[src/rtl/dmem_arbiter_pkg.sv]
`default_nettype none
// ============================================================================
// Module      : dmem_arbiter_pkg
// Description : Shared definitions for the data-memory arbiter: burst FSM
//               state encoding and the word stride used for burst addressing.
// Ports       : none (package)
// Revision    : 1.0 - initial release
// ============================================================================
package dmem_arbiter_pkg;

  localparam logic [1:0] ST_IDLE  = 2'd0;
  localparam logic [1:0] ST_BURST = 2'd1;
  localparam logic [1:0] ST_DONE  = 2'd2;

  typedef enum logic [1:0] {
    S_IDLE  = ST_IDLE,
    S_BURST = ST_BURST,
    S_DONE  = ST_DONE
  } state_t;

  // Bytes per data word; burst addresses advance by this amount per beat.
  localparam int unsigned WORD_BYTES = 4;

endpackage
`default_nettype wire

[src/rtl/dmem_arbiter_if.sv]
`default_nettype none
// ============================================================================
// Module      : dmem_arbiter_if
// Description : Bundles the CPU MEM-stage port, the DMA burst port and the
//               data-memory port of the arbiter.
// Modports    : slave  - arbiter view (CPU/DMA/memory-read-data inputs,
//                        grant/handshake/memory-command outputs)
//               master - environment view (the reverse directions)
// Revision    : 1.0 - initial release
// ============================================================================
interface dmem_arbiter_if #(
  parameter int ADDR_W = 32,
  parameter int DATA_W = 32,
  parameter int LEN_W  = 8
);
  // CPU side
  logic              cpu_mem_read;
  logic              cpu_mem_write;
  logic [ADDR_W-1:0] cpu_addr;
  logic [DATA_W-1:0] cpu_wdata;
  logic [DATA_W-1:0] cpu_rdata;
  logic              cpu_stall;
  // DMA side
  logic              dma_req_valid;
  logic              dma_req_ready;
  logic              dma_req_write;
  logic [ADDR_W-1:0] dma_req_addr;
  logic [LEN_W-1:0]  dma_req_len;
  logic [DATA_W-1:0] dma_wdata;
  logic              dma_wdata_ready;
  logic [DATA_W-1:0] dma_rdata;
  logic              dma_rdata_valid;
  logic              dma_done;
  // Memory side
  logic              mem_read;
  logic              mem_write;
  logic [ADDR_W-1:0] mem_addr;
  logic [DATA_W-1:0] mem_wdata;
  logic [DATA_W-1:0] mem_rdata;

  modport slave (
    input  cpu_mem_read, cpu_mem_write, cpu_addr, cpu_wdata,
           dma_req_valid, dma_req_write, dma_req_addr, dma_req_len, dma_wdata,
           mem_rdata,
    output cpu_rdata, cpu_stall, dma_req_ready, dma_wdata_ready, dma_rdata,
           dma_rdata_valid, dma_done, mem_read, mem_write, mem_addr, mem_wdata
  );

  modport master (
    output cpu_mem_read, cpu_mem_write, cpu_addr, cpu_wdata,
           dma_req_valid, dma_req_write, dma_req_addr, dma_req_len, dma_wdata,
           mem_rdata,
    input  cpu_rdata, cpu_stall, dma_req_ready, dma_wdata_ready, dma_rdata,
           dma_rdata_valid, dma_done, mem_read, mem_write, mem_addr, mem_wdata
  );
endinterface
`default_nettype wire

[src/rtl/dmem_burst_ctr.sv]
`default_nettype none
// ============================================================================
// Module      : dmem_burst_ctr
// Description : Holds the current burst word address and the remaining beat
//               count. Load captures a new burst (address word-aligned),
//               step advances one beat.
// Ports       : clk, reset (async, active-low)
//               i_load/i_addr/i_len - start a burst
//               i_step              - one beat completes this cycle
//               o_addr              - address of the current beat
//               o_last              - current beat is the final one
// Revision    : 1.0 - initial release
// ============================================================================
module dmem_burst_ctr
  import dmem_arbiter_pkg::*;
#(
  parameter int ADDR_W = 32,
  parameter int LEN_W  = 8
) (
  input  wire logic              clk,
  input  wire logic              reset,
  input  wire logic              i_load,
  input  wire logic [ADDR_W-1:0] i_addr,
  input  wire logic [LEN_W-1:0]  i_len,
  input  wire logic              i_step,
  output logic      [ADDR_W-1:0] o_addr,
  output logic                   o_last
);
  localparam logic [ADDR_W-1:0] c_ALIGN_MASK = ~ADDR_W'(WORD_BYTES - 1);

  logic [ADDR_W-1:0] r_addr;
  logic [LEN_W-1:0]  r_remaining;

  always_ff @(posedge clk or negedge reset) begin
    if (!reset) begin
      r_addr      <= '0;
      r_remaining <= '0;
    end else if (i_load) begin
      r_addr      <= i_addr & c_ALIGN_MASK;
      r_remaining <= i_len;
    end else if (i_step) begin
      // Address wraps naturally modulo 2^ADDR_W.
      r_addr      <= r_addr + ADDR_W'(WORD_BYTES);
      r_remaining <= r_remaining - LEN_W'(1);
    end
  end

  assign o_addr = r_addr;
  assign o_last = (r_remaining == LEN_W'(1));

endmodule
`default_nettype wire

[src/rtl/dmem_arbiter.sv]
`default_nettype none
// ============================================================================
// Module      : dmem_arbiter
// Description : Shares one data-memory port between the pipeline MEM stage
//               (priority) and a DMA burst requester. A wait counter bounds
//               DMA starvation by forcing a DMA beat (and stalling the CPU)
//               after MAX_WAIT consecutive CPU grants during a burst.
// Ports       : clk, reset (async, active-low)
//               bus (dmem_arbiter_if.slave) - CPU, DMA and memory signals
// Revision    : 1.0 - initial release
// ============================================================================
module dmem_arbiter
  import dmem_arbiter_pkg::*;
#(
  parameter int ADDR_W   = 32,
  parameter int DATA_W   = 32,
  parameter int LEN_W    = 8,
  parameter int MAX_WAIT = 4
) (
  input  wire logic      clk,
  input  wire logic      reset,
  dmem_arbiter_if.slave  bus
);
  localparam int WAIT_W = (MAX_WAIT < 1) ? 1 : $clog2(MAX_WAIT + 1);
  localparam logic [WAIT_W-1:0] c_MAX_WAIT = WAIT_W'(MAX_WAIT);

  state_t            r_state, w_state_nxt;
  logic [WAIT_W-1:0] r_wait, w_wait_nxt;
  logic              r_is_write, w_is_write_nxt;
  logic              w_load, w_step, w_last;
  logic              w_cpu_req, w_dma_beat;
  logic [ADDR_W-1:0] w_cur_addr;

  dmem_burst_ctr #(
    .ADDR_W (ADDR_W),
    .LEN_W  (LEN_W)
  ) u_burst_ctr (
    .clk    (clk),
    .reset  (reset),
    .i_load (w_load),
    .i_addr (bus.dma_req_addr),
    .i_len  (bus.dma_req_len),
    .i_step (w_step),
    .o_addr (w_cur_addr),
    .o_last (w_last)
  );

  always_ff @(posedge clk or negedge reset) begin
    if (!reset) begin
      r_state    <= S_IDLE;
      r_wait     <= '0;
      r_is_write <= 1'b0;
    end else begin
      r_state    <= w_state_nxt;
      r_wait     <= w_wait_nxt;
      r_is_write <= w_is_write_nxt;
    end
  end

  always_comb begin
    w_state_nxt         = r_state;
    w_wait_nxt          = r_wait;
    w_is_write_nxt      = r_is_write;
    w_load              = 1'b0;
    w_step              = 1'b0;
    w_cpu_req           = bus.cpu_mem_read | bus.cpu_mem_write;
    w_dma_beat          = 1'b0;
    bus.cpu_rdata       = DATA_W'(0);
    bus.cpu_stall       = 1'b0;
    bus.dma_req_ready   = 1'b0;
    bus.dma_wdata_ready = 1'b0;
    bus.dma_rdata       = DATA_W'(0);
    bus.dma_rdata_valid = 1'b0;
    bus.dma_done        = 1'b0;
    bus.mem_read        = 1'b0;
    bus.mem_write       = 1'b0;
    bus.mem_addr        = ADDR_W'(0);
    bus.mem_wdata       = DATA_W'(0);

    // Outputs are forced low for the whole time reset is held, including the
    // combinational CPU pass-through path.
    if (reset) begin
      case (r_state)
        S_IDLE: begin
          bus.dma_req_ready = 1'b1;
          if (bus.dma_req_valid) begin
            w_load         = 1'b1;
            w_is_write_nxt = bus.dma_req_write;
            w_wait_nxt     = '0;
            w_state_nxt    = (bus.dma_req_len == '0) ? S_DONE : S_BURST;
          end
        end
        S_BURST: begin
          if (w_cpu_req && (r_wait < c_MAX_WAIT)) begin
            w_wait_nxt = r_wait + WAIT_W'(1);
          end else begin
            w_dma_beat = 1'b1;
            w_step     = 1'b1;
            w_wait_nxt = '0;
            if (w_last) begin
              w_state_nxt = S_DONE;
            end
          end
        end
        S_DONE: begin
          bus.dma_done = 1'b1;
          w_state_nxt  = S_IDLE;
        end
        default: begin
          w_state_nxt = S_IDLE;
        end
      endcase

      if (w_dma_beat) begin
        // A displaced CPU access must be held and re-presented next cycle.
        bus.cpu_stall = w_cpu_req;
        bus.mem_addr  = w_cur_addr;
        if (r_is_write) begin
          bus.mem_write       = 1'b1;
          bus.mem_wdata       = bus.dma_wdata;
          bus.dma_wdata_ready = 1'b1;
        end else begin
          bus.mem_read        = 1'b1;
          bus.dma_rdata       = bus.mem_rdata;
          bus.dma_rdata_valid = 1'b1;
        end
      end else begin
        bus.mem_read  = bus.cpu_mem_read;
        bus.mem_write = bus.cpu_mem_write;
        bus.mem_addr  = bus.cpu_addr;
        bus.mem_wdata = bus.cpu_wdata;
        bus.cpu_rdata = bus.cpu_mem_read ? bus.mem_rdata : DATA_W'(0);
      end
    end
  end

endmodule
`default_nettype wire

[src/flat_wrapper.sv]
// flat-port wrapper written by rule: the top's interface ports become plain ports
module dmem_arbiter_flat import dmem_arbiter_pkg::*;
#(
  parameter int ADDR_W   = 32,
  parameter int DATA_W   = 32,
  parameter int LEN_W    = 8,
  parameter int MAX_WAIT = 4
)
  (clk, reset, bus_cpu_mem_read, bus_cpu_mem_write, bus_cpu_addr, bus_cpu_wdata, bus_dma_req_valid, bus_dma_req_write, bus_dma_req_addr, bus_dma_req_len, bus_dma_wdata, bus_mem_rdata, bus_cpu_rdata, bus_cpu_stall, bus_dma_req_ready, bus_dma_wdata_ready, bus_dma_rdata, bus_dma_rdata_valid, bus_dma_done, bus_mem_read, bus_mem_write, bus_mem_addr, bus_mem_wdata);
  dmem_arbiter_if #(.ADDR_W(ADDR_W), .DATA_W(DATA_W), .LEN_W(LEN_W)) bus_i ();
  input  wire logic clk;
  input  wire logic reset;
  input wire logic [$bits(bus_i.cpu_mem_read)-1:0] bus_cpu_mem_read;
  input wire logic [$bits(bus_i.cpu_mem_write)-1:0] bus_cpu_mem_write;
  input wire logic [$bits(bus_i.cpu_addr)-1:0] bus_cpu_addr;
  input wire logic [$bits(bus_i.cpu_wdata)-1:0] bus_cpu_wdata;
  input wire logic [$bits(bus_i.dma_req_valid)-1:0] bus_dma_req_valid;
  input wire logic [$bits(bus_i.dma_req_write)-1:0] bus_dma_req_write;
  input wire logic [$bits(bus_i.dma_req_addr)-1:0] bus_dma_req_addr;
  input wire logic [$bits(bus_i.dma_req_len)-1:0] bus_dma_req_len;
  input wire logic [$bits(bus_i.dma_wdata)-1:0] bus_dma_wdata;
  input wire logic [$bits(bus_i.mem_rdata)-1:0] bus_mem_rdata;
  output wire logic [$bits(bus_i.cpu_rdata)-1:0] bus_cpu_rdata;
  output wire logic [$bits(bus_i.cpu_stall)-1:0] bus_cpu_stall;
  output wire logic [$bits(bus_i.dma_req_ready)-1:0] bus_dma_req_ready;
  output wire logic [$bits(bus_i.dma_wdata_ready)-1:0] bus_dma_wdata_ready;
  output wire logic [$bits(bus_i.dma_rdata)-1:0] bus_dma_rdata;
  output wire logic [$bits(bus_i.dma_rdata_valid)-1:0] bus_dma_rdata_valid;
  output wire logic [$bits(bus_i.dma_done)-1:0] bus_dma_done;
  output wire logic [$bits(bus_i.mem_read)-1:0] bus_mem_read;
  output wire logic [$bits(bus_i.mem_write)-1:0] bus_mem_write;
  output wire logic [$bits(bus_i.mem_addr)-1:0] bus_mem_addr;
  output wire logic [$bits(bus_i.mem_wdata)-1:0] bus_mem_wdata;
  assign bus_i.cpu_mem_read = bus_cpu_mem_read;
  assign bus_i.cpu_mem_write = bus_cpu_mem_write;
  assign bus_i.cpu_addr = bus_cpu_addr;
  assign bus_i.cpu_wdata = bus_cpu_wdata;
  assign bus_i.dma_req_valid = bus_dma_req_valid;
  assign bus_i.dma_req_write = bus_dma_req_write;
  assign bus_i.dma_req_addr = bus_dma_req_addr;
  assign bus_i.dma_req_len = bus_dma_req_len;
  assign bus_i.dma_wdata = bus_dma_wdata;
  assign bus_i.mem_rdata = bus_mem_rdata;
  assign bus_cpu_rdata = bus_i.cpu_rdata;
  assign bus_cpu_stall = bus_i.cpu_stall;
  assign bus_dma_req_ready = bus_i.dma_req_ready;
  assign bus_dma_wdata_ready = bus_i.dma_wdata_ready;
  assign bus_dma_rdata = bus_i.dma_rdata;
  assign bus_dma_rdata_valid = bus_i.dma_rdata_valid;
  assign bus_dma_done = bus_i.dma_done;
  assign bus_mem_read = bus_i.mem_read;
  assign bus_mem_write = bus_i.mem_write;
  assign bus_mem_addr = bus_i.mem_addr;
  assign bus_mem_wdata = bus_i.mem_wdata;
  dmem_arbiter #(.ADDR_W(ADDR_W), .DATA_W(DATA_W), .LEN_W(LEN_W), .MAX_WAIT(MAX_WAIT)) u_core (.clk(clk), .reset(reset), .bus(bus_i));
endmodule
[config.mk]
export PLATFORM = sky130hd
export DESIGN_NAME = dmem_arbiter_flat
export DESIGN_NICKNAME = d
export VERILOG_FILES = /design/src/rtl/dmem_arbiter_pkg.sv /design/src/rtl/dmem_arbiter_if.sv /design/src/rtl/dmem_burst_ctr.sv /design/src/rtl/dmem_arbiter.sv /design/src/flat_wrapper.sv
export SDC_FILE = /design/constraint.sdc
export NUM_CORES = 1
export LEC_CHECK = 0
export ABC_AREA = 1
export ABC_CLOCK_PERIOD_IN_PS = 1300
export CORE_AREA = 8 8 113 115
export CTS_CLUSTER_SIZE = 28
export DETAILED_ROUTE_END_ITERATION = 10
export DIE_AREA = 0 0 121 123
export DONT_BUFFER_PORTS = 1
export SYNTH_ARGS = -nofsm -noshare
export SYNTH_HDL_FRONTEND = slang
export SYNTH_SLANG_ARGS = --single-unit
[constraint.sdc]
create_clock -name clk -period 1.3 [get_ports clk]
set_input_delay 0.13 -clock clk [delete_from_list [all_inputs] [get_ports clk]]
set_output_delay 0.13 -clock clk [all_outputs]
set_load 0.02 [all_outputs]
# Word level (Yosys, flattened, before mapping)
# Cells that the tools add are included.
[totals] ff_bits=46 output_inout_bits=135 elab_cells=70
[classes] add_sub_neg=3 n_lt_le_gt_ge=1 n_eq_ne=6 mux=46 n_bitwise=1 n_reduce_logical=8
[op_table] operator="$mux 32" count=13
[op_table] operator="$add 32x3->32 const B" count=1
[op_table] operator="$mux 1" count=23
[op_table] operator="$mux 8" count=2
[op_table] operator="$eq 8x1->1 const B" count=1
[op_table] operator="$logic_not 8->1" count=1
[op_table] operator="$mux 2" count=4
[op_table] operator="$sub 8x1->8 const B" count=1
[op_table] operator="$mux 3" count=2
[op_table] operator="$ne 2x2->1 const B" count=3
[op_table] operator="$pmux 3 s2" count=1
[op_table] operator="$reduce_and 3->1" count=2
[op_table] operator="$pmux 2 s2" count=1
[op_table] operator="$reduce_and 4->1" count=1
[op_table] operator="$reduce_bool 2->1" count=2
[op_table] operator="$add 3x1->3 const B" count=1
[op_table] operator="$lt 3x3->1 const B" count=1
[op_table] operator="$eq 2x1->1 const B" count=1
[op_table] operator="$eq 2x2->1 const B" count=1
[op_table] operator="$logic_not 2->1" count=1
[op_table] operator="$logic_and 1x1->1" count=1
[op_table] operator="$or 1x1->1" count=1

# Logic depth before layout (Yosys ltp)
# Gate-level depths: netlist of run 1.
[depth] ltp_word=7 ltp_mapped=10 ltp_nobuf=10

# By module
# A second synthesis of run 1 with hierarchy kept.
[hier_totals] cells_unflattened=765 hier_area_um2=4464.3
[by_module_without_submodules] module="dmem_burst_ctr" n_inst=1 cells_each=371 area_each_um2=2575.0 seq_area_each_um2=950.9
[by_module_without_submodules] module="dmem_arbiter" n_inst=1 cells_each=394 area_each_um2=1889.3 seq_area_each_um2=150.1

# Worst setup path after synthesis of run 1
# OpenSTA, ideal clock, no wires.
[synth_path] path_type="register to output" startpoint="reg u_core.r_state[0]" endpoint="out bus_dma_rdata[22]" arrival_ps=1546 t_required_ps=1170 slack_ps=-376 path_stages_with_launch=8 path_buffers=1 cell_sequence="dfrtp_1 > inv_2 > nor2_2 > nand3_2 > nor2_2 > inv_2 > buf_6 > nor2_1"
[synth_via] elab_chain_cells=5
[synth_lines] item="start, declared" line="dmem_arbiter.sv:27" text="state_t r_state, w_state_nxt;"
[synth_lines] item="start signal, assigned" line="dmem_arbiter.sv:54" text="r_state <= w_state_nxt;"
[synth_lines] item="$eq 2x1->1" line="dmem_arbiter.sv:83" text="case (r_state)"
[synth_lines] item="$mux 1" line="dmem_arbiter.sv:83"
[synth_lines] item="$mux 1" line="dmem_arbiter.sv:82" text="if (reset) begin"
[synth_lines] item="$mux 32" line="dmem_arbiter.sv:114" text="if (w_dma_beat) begin"
[synth_lines] item="$mux 32" line="dmem_arbiter.sv:82"
[synth_lines] item="end, declared" line="flat_wrapper.sv:27" text="output wire logic [$bits(bus_i.dma_rdata)-1:0] bus_dma_rdata;"
# No other way between the ends. The select of a mux whose other input is x is not followed.

# Worst setup path after layout of run 1
[layout_path] startpoint="reg u_core.r_wait[2]" endpoint="out bus_mem_wdata[16]"
[layout_via] elab_chain_cells=7
[layout_lines] item="start, declared" line="dmem_arbiter.sv:28" text="logic [WAIT_W-1:0] r_wait, w_wait_nxt;"
[layout_lines] item="start signal, assigned" line="dmem_arbiter.sv:55" text="r_wait <= w_wait_nxt;"
[layout_lines] item="$lt 3x3->1" line="dmem_arbiter.sv:94" text="if (w_cpu_req && (r_wait < c_MAX_WAIT)) begin"
[layout_lines] item="$logic_and 1x1->1" line="dmem_arbiter.sv:94"
[layout_lines] item="$mux 1" line="dmem_arbiter.sv:94"
[layout_lines] item="$mux 1" line="dmem_arbiter.sv:83"
[layout_lines] item="$mux 1" line="dmem_arbiter.sv:82"
[layout_lines] item="$mux 32" line="dmem_arbiter.sv:114"
[layout_lines] item="$mux 32" line="dmem_arbiter.sv:82"
[layout_lines] item="end, declared" line="flat_wrapper.sv:33" text="output wire logic [$bits(bus_i.mem_wdata)-1:0] bus_mem_wdata;"
# No other way between the ends. The select of a mux whose other input is x is not followed.

==> results.md, run 1 <==
* Outcome: finished, violations left
* Failing checks: negative setup slack
* Post-synth top flop: sky130_fd_sc_hd__dfrtp_1
* Number of nets still failing antenna checks after routing at 0
* Count of TritonRoute iterations in the first routing pass at 5
* Grt ovf at 0
* Syn. warnings at 0
* Total die area at 14880 sq um
* Post-Synthesis Net Count at 926
* Number of fill cells in the layout at 723
* Worst-case reg-to-reg path depth at 11
* Fraction of layout instances using a drive strength above 1 at 51.46%
* Effective utilization at floorplan at 38.60%
* Worst path required time at 1.17 ns
* Via/cell ratio at 5.545
* GP Congestion at 0.9436
* Area occupied by registers at 1104 sq um
* Clock root cell: sky130_fd_sc_hd__clkbuf_16
* Cell types occupying the most area after synthesis: sky130_fd_sc_hd__dfrtp_1, sky130_fd_sc_hd__nand2_1, sky130_fd_sc_hd__nand3_1, sky130_fd_sc_hd__nor2_1, sky130_fd_sc_hd__inv_1
* Synth unique cells at 29
* Number of setup violations in the final report at 179
* Maximum number of pins on one net before global-route repair at 69
* Worst clock skew at 0.004630 ns
* Number of buffers added by the clock tree synthesis step at 5
* Number of clock sinks at 44
* Count of flip-flops with a built-in enable after synthesis at 0
* Routed wire length at 23600 um
* Detailed-route via count at 5917
* Total instance count after detailed placement at 980
* Global-route wire length before repair at 32730 um
* DRC viols at 0
* Final instance area at 8596 sq um
* Worst EP arrival at 1.69 ns
* Min-Delay Path Depth at 2
* Remaining max-slew budget at the tightest pin at 76.10%
* Std cell rows at 39
* Post-Place Cell Area at 6745 sq um
* RSZ-0062 raised after global routing: true
* Kind of start point of the critical path: flop
* Initial antenna violation count at 1
* Non-filler instance count after layout at 1067
* I/O Buffers at 0
* Total global routing track utilization at 27.66%
* Routed wirelength normalized by instance count at 22.12 um
* Synth top area share at 25.75%
* Longest Clk Path Bufs at 2
* Area growth from synthesis to layout at 101.1%
* Maximum frequency from static timing analysis at 0.5502 GHz
* Max-cap check violation count at 0
* Clock period minus worst slack at 1.817 ns
* Post-synthesis async set-or-reset flop share at 100.0%
* Average footprint of a synthesized cell at 5.716 sq um
* Type of the worst min-delay path: input pin to flop
* Final Hold Vio Count at 0
* Top cells by instance count after synthesis: sky130_fd_sc_hd__nand2_1, sky130_fd_sc_hd__nor2_1, sky130_fd_sc_hd__nand3_1, sky130_fd_sc_hd__inv_1, sky130_fd_sc_hd__dfrtp_1
* Number of I/O pins at 309
* Synthesized area at 4275 sq um
* Count of H-tree levels built during CTS at 2
* Number of storage elements in the synthesis netlist at 44
* Core footprint at 11080 sq um
* NumNets Final at 1100
* Number of global-route vias before repair at 5874
* VDD IR-drop max at 0.001272 V
* Tightest hold margin at 0.01475 ns
* Transition time at the pin with the least slew margin at 0.3572 ns
* Cells after synthesis at 748
* Setup WS post-layout at -0.5175 ns
* Clock tree from TritonCTS: built
* Max Transition Viols Final at 0
* Die H at 123 um
* Element type at the critical path end: output pin
* Combined area of the multi-input logic cells at 4442 sq um
* Maximum fanout along the worst path at 8
* LEAKAGE at 4.135 nW
* Detailed-placement wirelength estimate at 16010 um
* Clock slew at the register clock pins of the worst setup and hold paths at 0.07 ns
* Power density over the cells at 1384 nW/um^2
* Clock latency on the worst-skew pair at 0.29 ns
* Setup_tns at -72.48 ns
* Most frequent cell after synthesis: sky130_fd_sc_hd__nand2_1
* Cell taking the most area after synthesis: sky130_fd_sc_hd__dfrtp_1
* Worst Setup Path Type: flop to output pin
* Fraction of the yosys area taken by sequential cells at 25.75%
* Initial detailed-routing violation count at 306
* Tcrit/Tclk final at 139.8%
* Width of the die at 121 um
-- kinds of logic (layout without fill, tap and decap cells) --
| group | count (synthesis) | after routing | synth area share [%] |
|---|---|---|---|
| AO/OA/AOI/OAI | 49 | 49 | 6.760 |
| AND/OR/NAND/NOR | 517 | 517 | 50.22 |
| adder cells (fa/ha/maj) | 4 | 4 | 1.171 |
| other | 0 | 1 | 0 |
| XOR/XNOR | 15 | 15 | 3.073 |
| buffers and inverters | 119 | 294 | 13.02 |
| flip-flops | 44 | 44 | 25.75 |
-- final cells by class --
cell class	instances	area share, %
clock buffer	5	1.456
tap	143	2.082
clock inverter	3	0.2183
sequential	44	12.84
multi-input combinational	585	51.67
timing repair buffer	206	27.74
inverter	80	3.959
antenna	1	0.02911
-- stage by stage --
| step | setup WS, ns | power, W | util [%] |
|---|---|---|---|
| 2_1_floorplan | -0.1995 | 0.006507 | - |
| 3_3_place_gp | -0.2446 | 0.008285 | 60.89 |
| 3_5_place_dp | -0.2584 | 0.008475 | 60.89 |
| 4_1_cts | -0.4608 | 0.01093 | 72.85 |
| 5_1_grt | -0.5659 | 0.01255 | 77.60 |
| 6_report | -0.5175 | 0.01189 | 77.60 |
-- path summary, 6_finish.rpt --
kind                                          from                                end  slack [ns]
worst max-delay path              u_core.r_wait[2]                  bus_mem_wdata[16]       -0.52
worst min-delay path            bus_dma_req_len[3]  u_core.u_burst_ctr.r_remaining[3]        0.01
worst max register to register    u_core.r_wait[2]       u_core.u_burst_ctr.o_addr[3]       -0.39
worst min register to register    u_core.r_wait[0]                   u_core.r_wait[0]        0.50
max in group asynchronous                    reset      u_core.u_burst_ctr.o_addr[16]        0.73
min in group asynchronous                    reset  u_core.u_burst_ctr.r_remaining[6]        0.34
-- registers in the layout (all words and copies together), names as in the netlist --
signal                          flops
u_core.r_wait                       3
u_core.u_burst_ctr.r_remaining      8
u_core.r_state                      2
u_core.r_is_write                   1
u_core.u_burst_ctr.o_addr          30
-- where the power goes --
| group | internal [W] | switching (W) | total, W |
|---|---|---|---|
| Clock | 0.000710 | 0.000592 | 0.00130 |
| Sequential | 0.00201 | 0.000657 | 0.00267 |
| Combinational | 0.00346 | 0.00446 | 0.00792 |
| Total | 0.00619 | 0.00571 | 0.0119 |
-- timing repair --
action,CTS,global route
pin swaps,30,52
buffers inserted,26,14
cloned,9,5
hold buffers,28,0
gates resized for setup,114,89
endpoints found under the setup margin,176,179
hold endpoints to repair,71,0
-- layer usage --
metal / global-route usage (%) / vias to the layer above / part of all wire, %
li1: - / 2699 / -
met5: 0 / - / 0
met1: 29.57 / 2836 / 34
met2: 51.19 / 308 / 53
met4: 11.71 / 0 / 5.1
met3: 6.530 / 74 / 7.9
-- worst max-delay path, cell delays in order, from the launching register on --
cell and delay [ns]:
sky130_fd_sc_hd__dfrtp_1 0.39, sky130_fd_sc_hd__inv_2 0.09, sky130_fd_sc_hd__o21ai_4 0.06, sky130_fd_sc_hd__buf_6 0.12
sky130_fd_sc_hd__nand3_4 0.12, sky130_fd_sc_hd__inv_4 0.06, sky130_fd_sc_hd__nand2_4 0.09, sky130_fd_sc_hd__clkinv_8 0.10
sky130_fd_sc_hd__clkbuf_16 0.18, sky130_fd_sc_hd__nand2_4 0.07, sky130_fd_sc_hd__nand2_4 0.08
-- placed cells by master, fill, tap and decap left out, drive strengths merged, types with 3 or more instances in the layout --
master,instances
dlygate4sd3,27
nand3,112
o221ai,3
dfrtp,44
clkbuf,10
nand4,6
nor3,3
a21oi,5
ha,4
nand2,261
xor2,12
buf,174
inv,78
o21ai,27
xnor2,3
clkinv,5
nor2,133
o211ai,12
(Power assumes the default switching activity.)
==> run 2: changes to the inputs <==
Settings changed: CAP_MARGIN set to 20, CELL_PAD_IN_SITES_DETAIL_PLACEMENT set to 1, CELL_PAD_IN_SITES_GLOBAL_PLACEMENT set to 1, CORE_AREA 8 8 113 115 to not set, CORE_MARGIN set to 8, CORE_UTILIZATION set to 36, DIE_AREA 0 0 121 123 to not set, PLACE_DENSITY_LB_ADDON set to 0.1.
==> run 2 against run 1 <==
Net effect: the run now fails in 5_1_grt; synthesized cell count did not move; area after synthesis did not move.
==> results.md, run 2 <==
* Post-Synthesis Net Count at 926 (unchanged)
* Clock root cell: sky130_fd_sc_hd__clkbuf_16
* Total global routing track utilization at 86.47%
* Grt ovf at 475
* Total instance count after detailed placement at 982 (+0.20%)
* Outcome: aborted with a tool error
* Xor/xnor share of the synthesized area at 3.073% (unchanged)
* Count of H-tree levels built during CTS at 2 (unchanged)
* Width of the die at 125.0 um (+3.3%)
* Longest Clk Path Bufs at 2 (unchanged)
* GP Congestion at 0.9009 (-4.5%)
* Effective utilization at floorplan at 36.20% (-2.4 points)
* Std cell rows at 40 (+2.6%)
* Count of flip-flops with a built-in enable after synthesis at 0 (unchanged)
* Number of buffers added by the clock tree synthesis step at 5 (unchanged)
* Worst Endpoint after GRT Repair: bus_mem_wdata[23]
* Average footprint of a synthesized cell at 5.716 sq um (unchanged)
* Post-Place Cell Area at 6673 sq um (-1.1%)
* Step where the flow halted: 5_1_grt
* Initial antenna violation count at 9
* Most frequent cell after synthesis: sky130_fd_sc_hd__nand2_1
* Synthesized-area fraction occupied by adder cells at 1.171% (unchanged)
* Detailed-placement wirelength estimate at 18720 um (+17%)
* Cells after synthesis at 748 (unchanged)
* Synth unique cells at 29 (unchanged)
* Largest family of logic cells by synthesized area: simple AND/OR/NAND/NOR gates
* Post-synth top flop: sky130_fd_sc_hd__dfrtp_1
* Cell taking the most area after synthesis: sky130_fd_sc_hd__dfrtp_1
* Syn. warnings at 0 (unchanged)
* Maximum number of pins on one net before global-route repair at 70
* Cell types occupying the most area after synthesis: sky130_fd_sc_hd__dfrtp_1, sky130_fd_sc_hd__nand2_1, sky130_fd_sc_hd__nand3_1, sky130_fd_sc_hd__nor2_1, sky130_fd_sc_hd__inv_1
* Fraction of synthesized area in multiplexers at 0% (unchanged)
* Die H at 125.0 um (+1.6%)
* Fraction of the yosys area taken by sequential cells at 25.75% (unchanged)
* Number of clock sinks at 44 (unchanged)
* Post-synthesis simple-gate area fraction at 50.22% (unchanged)
* Number of storage elements in the synthesis netlist at 44 (unchanged)
* Number of I/O pins at 309 (unchanged)
* Stop err: [ERROR GRT-0232] Routing congestion too high. Check the congestion heatmap in the GUI.
* Post-synthesis async set-or-reset flop share at 100.0% (unchanged)
* Synth top area share at 25.75% (unchanged)
* I/O Buffers at 0 (unchanged)
* Top cells by instance count after synthesis: sky130_fd_sc_hd__nand2_1, sky130_fd_sc_hd__nor2_1, sky130_fd_sc_hd__nand3_1, sky130_fd_sc_hd__inv_1, sky130_fd_sc_hd__dfrtp_1
* Synthesized area at 4275 sq um (unchanged)
* Synthesized-area fraction occupied by ao, oa, aoi and oai cells at 6.760% (unchanged)
* Pin category terminating the worst setup path after the last repair: output port
## run 2: through the flow
stage	setup WS, ns	TNS (ns)
after CTS	-0.5225	-75.76
after detailed placement	-0.3063	-37.25
after floorplan	-0.1995	-15.75
after global placement	-0.2284	-28.85
## run 2: repair_timing
action                                  in CTS
resized for setup                          175
hold buffers                                29
endpoints found under the setup margin     176
endpoints found under the hold margin       72
gates cloned                                11
pin swaps                                   44
buffers inserted                            36
## run 2: cell families after synthesis
logic type,Yosys count
buffers and inverters,119
AO/OA/AOI/OAI,49
AND/OR/NAND/NOR,517
XOR/XNOR,15
flip-flops,44
adder cells (fa/ha/maj),4
## run 2: per-layer routing
layer  track usage (%)  GRT overflow
met5             24.10             0
met4             96.13           150
met3             72.93             4
met2             104.4           321
met1             81.66             0
==> run 3: changes to the inputs <==
Settings changed: ABC_CLOCK_PERIOD_IN_PS 1300 to 1700, CELL_PAD_IN_SITES_DETAIL_PLACEMENT 1 to not set, CELL_PAD_IN_SITES_GLOBAL_PLACEMENT 1 to not set, CTS_CLUSTER_SIZE 28 to not set, PLACE_DENSITY_LB_ADDON 0.1 to 0.15.
Clock period 1.3 ns to 1.7 ns, I/O delays scaled along.
==> run 3 against run 2 <==
Net effect: the flow now finishes, with violations (negative setup slack).
==> results.md, run 3 (synthesis results as in run 1) <==
* Outcome: finished, violations left
* Failing checks: negative setup slack
* Detailed-route via count at 5509
* Worst EP arrival at 1.68 ns
* Most used cells in the layout excluding fill and tap cells: sky130_fd_sc_hd__nand2_1, sky130_fd_sc_hd__nand3_1, sky130_fd_sc_hd__inv_1, sky130_fd_sc_hd__nand2_4, sky130_fd_sc_hd__nor2_1
* Number of flip-flops in the largest register at 30
* Non-filler instance count after layout at 1002
* RSZ-0062 raised after global routing: true
* Met3 wire len at 1586 um
* Most common cell after layout, fill and taps aside: sky130_fd_sc_hd__nand2_1
* Cell with the largest stage delay on the worst path: sky130_fd_sc_hd__dfrtp_1
* Maximum number of pins on one net before global-route repair at 70
* Power density over the cells at 1008 nW/um^2
* Final instance area at 6944 sq um
* Number of global-route vias before repair at 5360
* Via/cell ratio at 5.498
* Max-cap check violation count at 0
* Number of I/O pins at 309 (unchanged)
* Setup WS post-layout at -0.1536 ns
* Worst clock skew at 0.007350 ns
* Initial detailed-routing violation count at 426
* Total global routing track utilization at 24.62%
* Area growth from synthesis to layout at 62.42%
* Tcrit/Tclk final at 109.0%
* Clock period minus worst slack at 1.854 ns
* Worst path required time at 1.53 ns
* GP Congestion at 0.9359 (+3.9%)
* Portion of total power attributed to combinational logic at 55.9%
* Routed wire length at 22080 um
* Metal2 WL at 11170 um
* Clock tree from TritonCTS: built
* Routed wirelength normalized by instance count at 22.03 um
* Global-route wire length before repair at 30850 um
* Effective utilization at floorplan at 36.20% (unchanged)
* Total instance count after detailed placement at 965 (-1.7%)
* Final Hold Vio Count at 0
* Highest metal used: met4
* Number of buffers and inverters on the critical path at 4
* Clock root cell: sky130_fd_sc_hd__clkbuf_16
* Largest incremental delay on the critical path at 0.40 ns
* Transition time at the pin with the least slew margin at 0.4780 ns
* Clock share of power at 13.6%
* Initial antenna violation count at 1
* Share of power burned in registers at 30.5%
* Kind of start point of the critical path: flop
* Total die area at 15620 sq um
* Count of TritonRoute iterations in the first routing pass at 7
* Most frequent cell on the critical path: sky130_fd_sc_hd__buf_6
* Post-Place Cell Area at 5075 sq um (-24%)
* Longest Clk Path Bufs at 2 (unchanged)
* Remaining max-slew budget at the tightest pin at 67.89%
* Element type at the critical path end: output pin
* VDD IR-drop max at 0.0006180 V
* Grt ovf at 0
* Detailed-placement wirelength estimate at 15240 um (-19%)
* Number of setup violations in the final report at 116
* CP cell instances: inv_2 > nor2_4 > buf_6 > nand2_8 > nand3_4 > buf_16 > nor2_2 > buf_6
* Maximum fanout along the worst path at 16
* Max Transition Viols Final at 0
* Width of the die at 125.0 um (unchanged)
* DRC viols at 0
* I/O Buffers at 0 (unchanged)
* Std cell rows at 40 (unchanged)
* Worst Setup Path Type: flop to output pin
* Type of the worst min-delay path: input pin to flop
* LEAKAGE at 3.409 nW
* Maximum frequency from static timing analysis at 0.5395 GHz
* Die H at 125.0 um (unchanged)
* Core footprint at 11810 sq um
* Clock latency on the worst-skew pair at 0.29 ns
* NumNets Final at 1032
* Switching part of the total power at 48.59%
* Switching power at 0.003403 W
* Fraction of layout instances using a drive strength above 1 at 40.05%
* Clock slew at the register clock pins of the worst setup and hold paths at 0.07 ns
* Number of clock sinks at 44 (unchanged)
* Pint at 0.003600 W
* Number of nets still failing antenna checks after routing at 0
* Number of buffers added by the clock tree synthesis step at 5 (unchanged)
* Kind of cell with the highest combined delay on the critical path: buffers and inverters
* Total power after layout at 0.007003 W
* Routed metal-1 wirelength at 8483 um
* Count of H-tree levels built during CTS at 2 (unchanged)
==> run 3: timing repair <==
item                       in CTS  in global routing
gates resized for setup       183                188
hold buffers                    2                  0
setup endpoints to repair     155                144
pin swaps                      38                 33
setup buffers                  12                  7
hold endpoints to repair       44                  0
gates cloned                    7                  2
==> run 3: final cells by class <==
type | instances | area [sq um]
fill | 1082 | 4867
multi-input combinational | 585 | 3690
timing repair buffer | 136 | 1483
sequential | 44 | 1101
inverter | 80 | 325.3
tap | 147 | 183.9
clock buffer | 6 | 128.9
timing repair inverter | 2 | 25.02
clock inverter | 1 | 5.005
antenna | 1 | 2.502
==> run 3: power groups by stage <==
stage,Sequential [W],Combinational (W),Clock [W]
floorplan,0.00197,0.00229,0
global placement,0.00209,0.00305,0
detailed placement,0.00211,0.00312,0
CTS,0.00211,0.00365,0.000959
global route,0.00220,0.00427,0.000997
finish,0.00213,0.00391,0.000956
==> run 3: layer usage <==
layer	track usage (%)	up-vias
li1	-	2560
met1	29.46	2606
met4	8.309	0
met5	0	-
met3	5.227	53
met2	42.86	290
==> run 3: worst register-to-register path, delay by kind of cell (launching register included) <==
family,cells,cell delay (ns)
simple gates,1,0.11
buf+inv,6,0.70
flops,1,0.37
compound gates,3,0.35
==> run 3: worst paths after layout <==
kind | start | end | slack, ns | cells past startpoint
max in group asynchronous | reset | u_core.u_burst_ctr.o_addr[5] | 1.08 | 2
max | u_core.r_state[0] | bus_cpu_rdata[8] | -0.15 | 8
min in group asynchronous | reset | u_core.u_burst_ctr.o_addr[25] | 0.40 | 2
min reg2reg | u_core.r_wait[1] | u_core.r_wait[1] | 0.51 | 2
min | bus_dma_req_addr[17] | u_core.u_burst_ctr.o_addr[17] | 0.004 | 2
max reg2reg | u_core.r_wait[2] | u_core.u_burst_ctr.o_addr[17] | 0.06 | 10
==> run 3: metrics by stage <==
step	hold WS, ns	util (%)	worst slack, ns	setup TNS, ns
after floorplan	-0.1256	-	-0.01635	-0.4732
after global placement	-0.1204	42.97	0.005373	0
after detailed placement	-0.1205	42.97	-0.03135	-0.1576
after CTS	0.006388	52.02	-0.07922	-5.294
after global routing	0.01443	58.79	-0.1862	-14.53
final	0.003835	58.79	-0.1536	-7.285
==> run 4: changes to the inputs <==
Settings changed: SLEW_MARGIN set to 15.
==> results of run 4 <==
Same layout as run 3: the final DEF is identical, and so are final timing and power.
